## config.mk

```make
export PLATFORM = sky130hd
export DESIGN_NAME = apb_master_ctrl_flat
export DESIGN_NICKNAME = d
export VERILOG_FILES = /design/src/rtl/apb_pkg.sv /design/src/rtl/apb_master_ctrl_if.sv /design/src/rtl/apb_addr_decode.sv /design/src/rtl/apb_master_ctrl.sv /design/src/flat_wrapper.sv
export SDC_FILE = /design/constraint.sdc
export NUM_CORES = 1
export LEC_CHECK = 0
export ABC_AREA = 1
export CORE_UTILIZATION = 41
export DETAILED_ROUTE_END_ITERATION = 10
export GPL_TIMING_DRIVEN = 1
export PLACE_DENSITY = 0.76
export REMOVE_ABC_BUFFERS = 1
export SETUP_SLACK_MARGIN = 0.1
export SYNTH_ARGS = -nofsm -noshare
export SYNTH_HDL_FRONTEND = slang
export SYNTH_SLANG_ARGS = --single-unit
```

## constraint.sdc

```tcl
create_clock -name Hclk -period 2.1 [get_ports Hclk]
set_input_delay 0.315 -clock Hclk [delete_from_list [all_inputs] [get_ports Hclk]]
set_output_delay 0.315 -clock Hclk [all_outputs]
set_load 0.03 [all_outputs]
```

## src/rtl/apb_pkg.sv

```systemverilog
// Shared types and constants for the APB initiator and its address decoder.
package apb_pkg;

    typedef enum logic [1:0] {
        StIdle,
        StSetup,
        StAccess,
        StErr
    } apb_state_e;

    // Peripheral regions, inclusive limits
    localparam logic [31:0] Region0Base  = 32'h8000_0000;
    localparam logic [31:0] Region0Limit = 32'h83FF_FFFF;
    localparam logic [31:0] Region1Base  = 32'h8400_0000;
    localparam logic [31:0] Region1Limit = 32'h87FF_FFFF;
    localparam logic [31:0] Region2Base  = 32'h8800_0000;
    localparam logic [31:0] Region2Limit = 32'h8BFF_FFFF;

    // One-hot peripheral selects
    localparam logic [2:0] PselNone = 3'b000;
    localparam logic [2:0] Psel0    = 3'b001;
    localparam logic [2:0] Psel1    = 3'b010;
    localparam logic [2:0] Psel2    = 3'b100;

    function automatic logic in_region(input logic [31:0] addr,
                                       input logic [31:0] base,
                                       input logic [31:0] limit);
        return (addr >= base) && (addr <= limit);
    endfunction

endpackage

```

## src/rtl/apb_master_ctrl_if.sv

```systemverilog
// Request/response handshake plus APB bus signals of the APB initiator.
interface apb_master_ctrl_if;

    logic        req_valid;
    logic        req_ready;
    logic        req_write;
    logic [31:0] req_addr;
    logic [31:0] req_wdata;
    logic        rsp_valid;
    logic        rsp_err;
    logic [31:0] rsp_rdata;
    logic [2:0]  Psel;
    logic        Penable;
    logic        Pwrite;
    logic [31:0] Paddr;
    logic [31:0] Pwdata;
    logic [31:0] Prdata;
    logic        Pready;

    // Controller view
    modport master (
        input  req_valid, req_write, req_addr, req_wdata, Prdata, Pready,
        output req_ready, rsp_valid, rsp_err, rsp_rdata,
        output Psel, Penable, Pwrite, Paddr, Pwdata
    );

    // Requester / APB-slave view
    modport slave (
        output req_valid, req_write, req_addr, req_wdata, Prdata, Pready,
        input  req_ready, rsp_valid, rsp_err, rsp_rdata,
        input  Psel, Penable, Pwrite, Paddr, Pwdata
    );

endinterface

```

## src/rtl/apb_addr_decode.sv

```systemverilog
// Combinational address decode: maps an address to a one-hot peripheral select or an error.
module apb_addr_decode
    import apb_pkg::*;
(
    input  logic [31:0] addr_i,
    output logic [2:0]  sel_o,
    output logic        err_o
);

    // Region lookup; anything outside the three windows is a decode error
    always_comb begin
        sel_o = PselNone;
        err_o = 1'b0;
        if (in_region(addr_i, Region0Base, Region0Limit)) begin
            sel_o = Psel0;
        end else if (in_region(addr_i, Region1Base, Region1Limit)) begin
            sel_o = Psel1;
        end else if (in_region(addr_i, Region2Base, Region2Limit)) begin
            sel_o = Psel2;
        end else begin
            err_o = 1'b1;
        end
    end

endmodule

```

## src/rtl/apb_master_ctrl.sv

```systemverilog
// APB initiator: accepts one request at a time, runs SETUP/ACCESS with wait-state
// timeout, and returns a single-cycle registered response.
module apb_master_ctrl
    import apb_pkg::*;
#(
    parameter int unsigned TIMEOUT = 16,
    parameter int unsigned CNT_W   = 5
) (
    input logic               Hclk,
    input logic               Hresetn,
    apb_master_ctrl_if.master bus_io
);

    // Counter value on the last tolerated low-Pready ACCESS cycle
    localparam logic [CNT_W-1:0] CntLast = CNT_W'(TIMEOUT - 1);

    apb_state_e       state_q, state_d;
    logic [2:0]       psel_q, psel_d;
    logic             penable_q, penable_d;
    logic             pwrite_q, pwrite_d;
    logic [31:0]      paddr_q, paddr_d;
    logic [31:0]      pwdata_q, pwdata_d;
    logic             rsp_valid_q, rsp_valid_d;
    logic             rsp_err_q, rsp_err_d;
    logic [31:0]      rsp_rdata_q, rsp_rdata_d;
    logic [CNT_W-1:0] cnt_q, cnt_d;

    logic [2:0] dec_sel;
    logic       dec_err;

    apb_addr_decode u_addr_decode (
        .addr_i (bus_io.req_addr),
        .sel_o  (dec_sel),
        .err_o  (dec_err)
    );

    // Next-state and registered-output computation
    always_comb begin
        state_d     = state_q;
        psel_d      = psel_q;
        penable_d   = penable_q;
        pwrite_d    = pwrite_q;
        paddr_d     = paddr_q;
        pwdata_d    = pwdata_q;
        rsp_valid_d = 1'b0;
        rsp_err_d   = 1'b0;
        rsp_rdata_d = rsp_rdata_q;
        cnt_d       = cnt_q;

        unique case (state_q)
            StIdle: begin
                if (bus_io.req_valid) begin
                    if (dec_err) begin
                        state_d     = StErr;
                        rsp_valid_d = 1'b1;
                        rsp_err_d   = 1'b1;
                    end else begin
                        state_d  = StSetup;
                        psel_d   = dec_sel;
                        penable_d = 1'b0;
                        pwrite_d = bus_io.req_write;
                        paddr_d  = bus_io.req_addr;
                        pwdata_d = bus_io.req_wdata;
                        cnt_d    = '0;
                    end
                end
            end
            StSetup: begin
                state_d   = StAccess;
                penable_d = 1'b1;
            end
            StAccess: begin
                // Pready wins over the timeout when both land on the same cycle
                if (bus_io.Pready) begin
                    state_d     = StIdle;
                    psel_d      = PselNone;
                    penable_d   = 1'b0;
                    rsp_valid_d = 1'b1;
                    if (!pwrite_q) begin
                        rsp_rdata_d = bus_io.Prdata;
                    end
                end else if (cnt_q == CntLast) begin
                    state_d     = StIdle;
                    psel_d      = PselNone;
                    penable_d   = 1'b0;
                    rsp_valid_d = 1'b1;
                    rsp_err_d   = 1'b1;
                    cnt_d       = cnt_q + 1'b1;
                end else begin
                    cnt_d = cnt_q + 1'b1;
                end
            end
            StErr: begin
                state_d = StIdle;
            end
            default: begin
                state_d = StIdle;
            end
        endcase
    end

    // State and output registers; reset drops any in-flight transfer silently
    always_ff @(posedge Hclk or negedge Hresetn) begin
        if (!Hresetn) begin
            state_q     <= StIdle;
            psel_q      <= PselNone;
            penable_q   <= 1'b0;
            pwrite_q    <= 1'b0;
            paddr_q     <= '0;
            pwdata_q    <= '0;
            rsp_valid_q <= 1'b0;
            rsp_err_q   <= 1'b0;
            rsp_rdata_q <= '0;
            cnt_q       <= '0;
        end else begin
            state_q     <= state_d;
            psel_q      <= psel_d;
            penable_q   <= penable_d;
            pwrite_q    <= pwrite_d;
            paddr_q     <= paddr_d;
            pwdata_q    <= pwdata_d;
            rsp_valid_q <= rsp_valid_d;
            rsp_err_q   <= rsp_err_d;
            rsp_rdata_q <= rsp_rdata_d;
            cnt_q       <= cnt_d;
        end
    end

    assign bus_io.req_ready = (state_q == StIdle);
    assign bus_io.rsp_valid = rsp_valid_q;
    assign bus_io.rsp_err   = rsp_err_q;
    assign bus_io.rsp_rdata = rsp_rdata_q;
    assign bus_io.Psel      = psel_q;
    assign bus_io.Penable   = penable_q;
    assign bus_io.Pwrite    = pwrite_q;
    assign bus_io.Paddr     = paddr_q;
    assign bus_io.Pwdata    = pwdata_q;

endmodule

```

## src/flat_wrapper.sv

```systemverilog
// flat-port wrapper written by rule: the top's interface ports become plain ports
module apb_master_ctrl_flat import apb_pkg::*;
#(
    parameter int unsigned TIMEOUT = 16,
    parameter int unsigned CNT_W   = 5
)
  (Hclk, Hresetn, bus_io_req_valid, bus_io_req_write, bus_io_req_addr, bus_io_req_wdata, bus_io_Prdata, bus_io_Pready, bus_io_req_ready, bus_io_rsp_valid, bus_io_rsp_err, bus_io_rsp_rdata, bus_io_Psel, bus_io_Penable, bus_io_Pwrite, bus_io_Paddr, bus_io_Pwdata);
  apb_master_ctrl_if bus_io_i ();
  input logic Hclk;
  input logic Hresetn;
  input wire logic [$bits(bus_io_i.req_valid)-1:0] bus_io_req_valid;
  input wire logic [$bits(bus_io_i.req_write)-1:0] bus_io_req_write;
  input wire logic [$bits(bus_io_i.req_addr)-1:0] bus_io_req_addr;
  input wire logic [$bits(bus_io_i.req_wdata)-1:0] bus_io_req_wdata;
  input wire logic [$bits(bus_io_i.Prdata)-1:0] bus_io_Prdata;
  input wire logic [$bits(bus_io_i.Pready)-1:0] bus_io_Pready;
  output wire logic [$bits(bus_io_i.req_ready)-1:0] bus_io_req_ready;
  output wire logic [$bits(bus_io_i.rsp_valid)-1:0] bus_io_rsp_valid;
  output wire logic [$bits(bus_io_i.rsp_err)-1:0] bus_io_rsp_err;
  output wire logic [$bits(bus_io_i.rsp_rdata)-1:0] bus_io_rsp_rdata;
  output wire logic [$bits(bus_io_i.Psel)-1:0] bus_io_Psel;
  output wire logic [$bits(bus_io_i.Penable)-1:0] bus_io_Penable;
  output wire logic [$bits(bus_io_i.Pwrite)-1:0] bus_io_Pwrite;
  output wire logic [$bits(bus_io_i.Paddr)-1:0] bus_io_Paddr;
  output wire logic [$bits(bus_io_i.Pwdata)-1:0] bus_io_Pwdata;
  assign bus_io_i.req_valid = bus_io_req_valid;
  assign bus_io_i.req_write = bus_io_req_write;
  assign bus_io_i.req_addr = bus_io_req_addr;
  assign bus_io_i.req_wdata = bus_io_req_wdata;
  assign bus_io_i.Prdata = bus_io_Prdata;
  assign bus_io_i.Pready = bus_io_Pready;
  assign bus_io_req_ready = bus_io_i.req_ready;
  assign bus_io_rsp_valid = bus_io_i.rsp_valid;
  assign bus_io_rsp_err = bus_io_i.rsp_err;
  assign bus_io_rsp_rdata = bus_io_i.rsp_rdata;
  assign bus_io_Psel = bus_io_i.Psel;
  assign bus_io_Penable = bus_io_i.Penable;
  assign bus_io_Pwrite = bus_io_i.Pwrite;
  assign bus_io_Paddr = bus_io_i.Paddr;
  assign bus_io_Pwdata = bus_io_i.Pwdata;
  apb_master_ctrl #(.TIMEOUT(TIMEOUT), .CNT_W(CNT_W)) u_core (.Hclk(Hclk), .Hresetn(Hresetn), .bus_io(bus_io_i));
endmodule
```

==> impl_results.md, run 1 <==
* Status: finished, final reports clean
* Critical path launch point type: flop
* Crit path max fanout at 2
* Cell Chain, Critical Path: clkdlybuf4s50_1
* Chip width at roughly 110 um
* GPL Wtd Cong at approximately 0.76
* Final setup violation count at 0
* Area Growth Syn to Fin at 55.2%
* CORE AREA at 0.0105 mm^2
* Share of layout cells above drive strength 1 at approximately a tenth
* Hold_ws at ~470 ps
* Vias in the first global route at between 3k and 4k
* DRC at 0
* RSZ-0062 raised after global routing: false
* Final setup TNS at 0 ps
* CTS H-tree depth at 3
* Peak supply drop at between 0.7 and 0.8 mV
* Sw Pwr at just under 0.004 W
* Sequential Power Share at 34.1%
* Top cells by area, synth: dfrtp_1, nand2_1, mux2_4
* CTS tree: built
* Crit-path max cell delay at 760 ps
* Fill count at roughly 820
* Rel. slew slack at 65.1%
* Synth Register Bits at 110
* Area leader, netlist: dfrtp_1
* Mapped cell area at approximately 0.0045 mm^2
* TritonCTS Buffers at 9
* Internal at between 0.006 and 0.007 W
* Worst Path Required at approximately 1800 ps
* Syn Area/Cell at approximately 10 um^2
* Synth warn at 0
* Cell count after synthesis at 430
* CP top delay family: buffers and inverters
* Register clock-pin slew on the reported worst setup and hold paths at roughly 100 ps
* CP Buf/Inv Count at 1
* Final Max Slew Viols at 0
* Clock latency on the worst-skew pair at around 370 ps
* Vert. Die Dim at 106 um
* Initial antenna violation count at 0
* Final HPWL DP at about 8500 um
* Via density at 4.63
* Switch share at about two fifths
* Fin crit share at about 86%
* Initial Util at 42.8%
* Routed WL at about 12000 um
* Least-Margin Pin Slew at 523 ps
* Leakage at between 3 and 4 nW
* Row cnt at 37
* Bufs on Longest Clock Path at 2
* Die area at approximately 0.011 mm^2
* Final nets at ~740
* Combinational power share at between 50% and 60%
* Total track usage at between 20% and 30%
* Maximum clock rate at roughly 0.55 GHz
* Synth cell types at 23
* Final hold violation count at 0
* Final clock skew at approximately 10 ps
* Sequential area share after synthesis at between 60% and 70%
* Max Cap Violations at 0
* IO buf count at between 200 and 250
* Post-synth top area share at 61.5%
* Remaining antenna violation count at 0
* Worst min path class: in -> reg
* DRT iter0 DRCs at 266
* Number of vias in the routed layout at 3601
* Grt total ovfl at 0
* Commonest non-fill, non-tap cells in the layout: nand2_1, clkdlybuf4s50_1, dfrtp_1, mux2_4, inv_1
* Crit path arrival time at 1500 ps
* First drt pass iteration count at 5
* Largest net degree at the start of global routing at 55
* Total clock sinks at between 100 and 150
* Power Dens Cells at around 1400 mW/mm^2
* First-pass GRT wire length at roughly 18000 um
* Min cycle time layout at 1820 ps
* Root buf cell: clkbuf_8
* Wire per inst at approximately 15 um
* Critical path's slowest cell: clkdlybuf4s50_1
* Crit. End Element: output pin
* Diodes inserted at 0
* Commonest non-fill, non-tap cell in the layout: nand2_1
* IO Pins at about 200
* Clk pwr share at around 16%
* Worst Setup Path Type: reg -> out
==> metrics by stage <==
step / instance area, um^2 / util, % / power [W] / cells / setup WS [ps]
2_1_floorplan: 4340 / - / 0.00625 / 413 / -467
3_3_place_gp: 6680 / 63.8 / 0.00842 / 760 / 228
3_5_place_dp: 6680 / 63.8 / 0.00853 / 760 / 194
4_1_cts: 6940 / 66.4 / 0.0101 / 777 / 241
5_1_grt: 6940 / 66.4 / 0.0105 / 777 / 197
6_report: 6940 / 66.4 / 0.0100 / 777 / 284
==> cell type report <==
class                           count  area (um^2)  share of cell area (%)
Multi-Input combinational cell    285         1520                    21.9
Clock buffer                       10          138                    1.98
Tap cell                          136          170                    2.45
Sequential cell                   110         2750                    39.6
Clock inverter                      6          118                    1.69
Inverter                           18         67.6                   0.973
Timing Repair Buffer              212         2180                    31.3
==> synth_stat cells, drive strengths merged <==
cell / count
nor2: 18
a21oi: 2
dfrtp: 110
inv: 18
nand2: 208
nor3: 1
nand4: 3
mux2: 32
o21ai: 6
ha: 2
a21boi: 1
buf: 17
o2111ai: 1
nand3: 10
or2: 1
==> per-layer routing <==
| metal | part of all wire, % | vias to the layer above | wire, um | GRT usage, % |
|---|---|---|---|---|
| met5 | 0 | - | 0 | 0 |
| met4 | 2.1 | 0 | 244 | 8.41 |
| met3 | 6.8 | 17 | 784 | 4.54 |
| met2 | 49 | 143 | 5610 | 35.3 |
| met1 | 43 | 1697 | 4910 | 26.3 |
| li1 | - | 1744 | - | - |
==> power by group through the flow <==
stage	clock network [W]	registers, W	logic [W]
after floorplan	0	0.00505	0.00120
after global placement	0	0.00342	0.00501
after detailed placement	0	0.00346	0.00508
after CTS	0.00159	0.00342	0.00510
after global routing	0.00168	0.00352	0.00533
final	0.00155	0.00342	0.00505
==> final timing paths <==
path	start	end	slack, ps	depth (start not counted)
setup / recovery	u_core.bus_io.Paddr[19]$_DFFE_PN0P_	bus_io_Paddr[19]	280	1
setup reg to reg	u_core.cnt_q[0]$_DFFE_PN0P_	u_core.bus_io.Psel[2]$_DFFE_PN0P_	430	9
hold reg to reg	u_core.bus_io.Paddr[21]$_DFFE_PN0P_	u_core.bus_io.Paddr[21]$_DFFE_PN0P_	480	2
hold / removal	bus_io_req_wdata[9]	u_core.bus_io.Pwdata[9]$_DFFE_PN0P_	470	3
min in group asynchronous	Hresetn	u_core.bus_io.Pwdata[3]$_DFFE_PN0P_	490	2
max in group asynchronous	Hresetn	u_core.bus_io.Psel[0]$_DFFE_PN0P_	1020	3
==> cells by family (layout without fill, tap and decap cells) <==
kind of cell | count (synthesis) | after routing | synth area share [%]
AO/OA/AOI/OAI | 10 | 10 | 1.40
buffers and inverters | 35 | 246 | 4.45
adder cells (fa/ha/maj) | 2 | 2 | 0.559
flip-flops | 110 | 110 | 61.5
multiplexers | 32 | 32 | 10.6
AND/OR/NAND/NOR | 241 | 241 | 21.5
==> repair_timing <==
item / in CTS / in global routing
endpoints found under the setup margin: 1 / 0
hold buffers: 1 / 0
buffers inserted: 0 / 0
endpoints found under the hold margin: 35 / 0
gates resized for setup: 1 / 0
==> state kept, by name, indices dropped and copies added (netlist names) <==
signal / cells
u_core.bus_io.Psel: 3
u_core.bus_io.rsp_rdata: 32
u_core.bus_io.Penable: 1
u_core.bus_io.rsp_err: 1
u_core.state_q: 2
u_core.bus_io.Pwrite: 1
u_core.bus_io.rsp_valid: 1
u_core.bus_io.Pwdata: 32
u_core.cnt_q: 5
u_core.bus_io.Paddr: 32
No activity file was read; power rests on OpenSTA's default activity.
==> inputs of run 2 (changes only) <==
HOLD_SLACK_MARGIN = 0.03   (was unset)
==> results of run 2 <==
The final DEF is identical to that of run 1; final timing and power are the same.
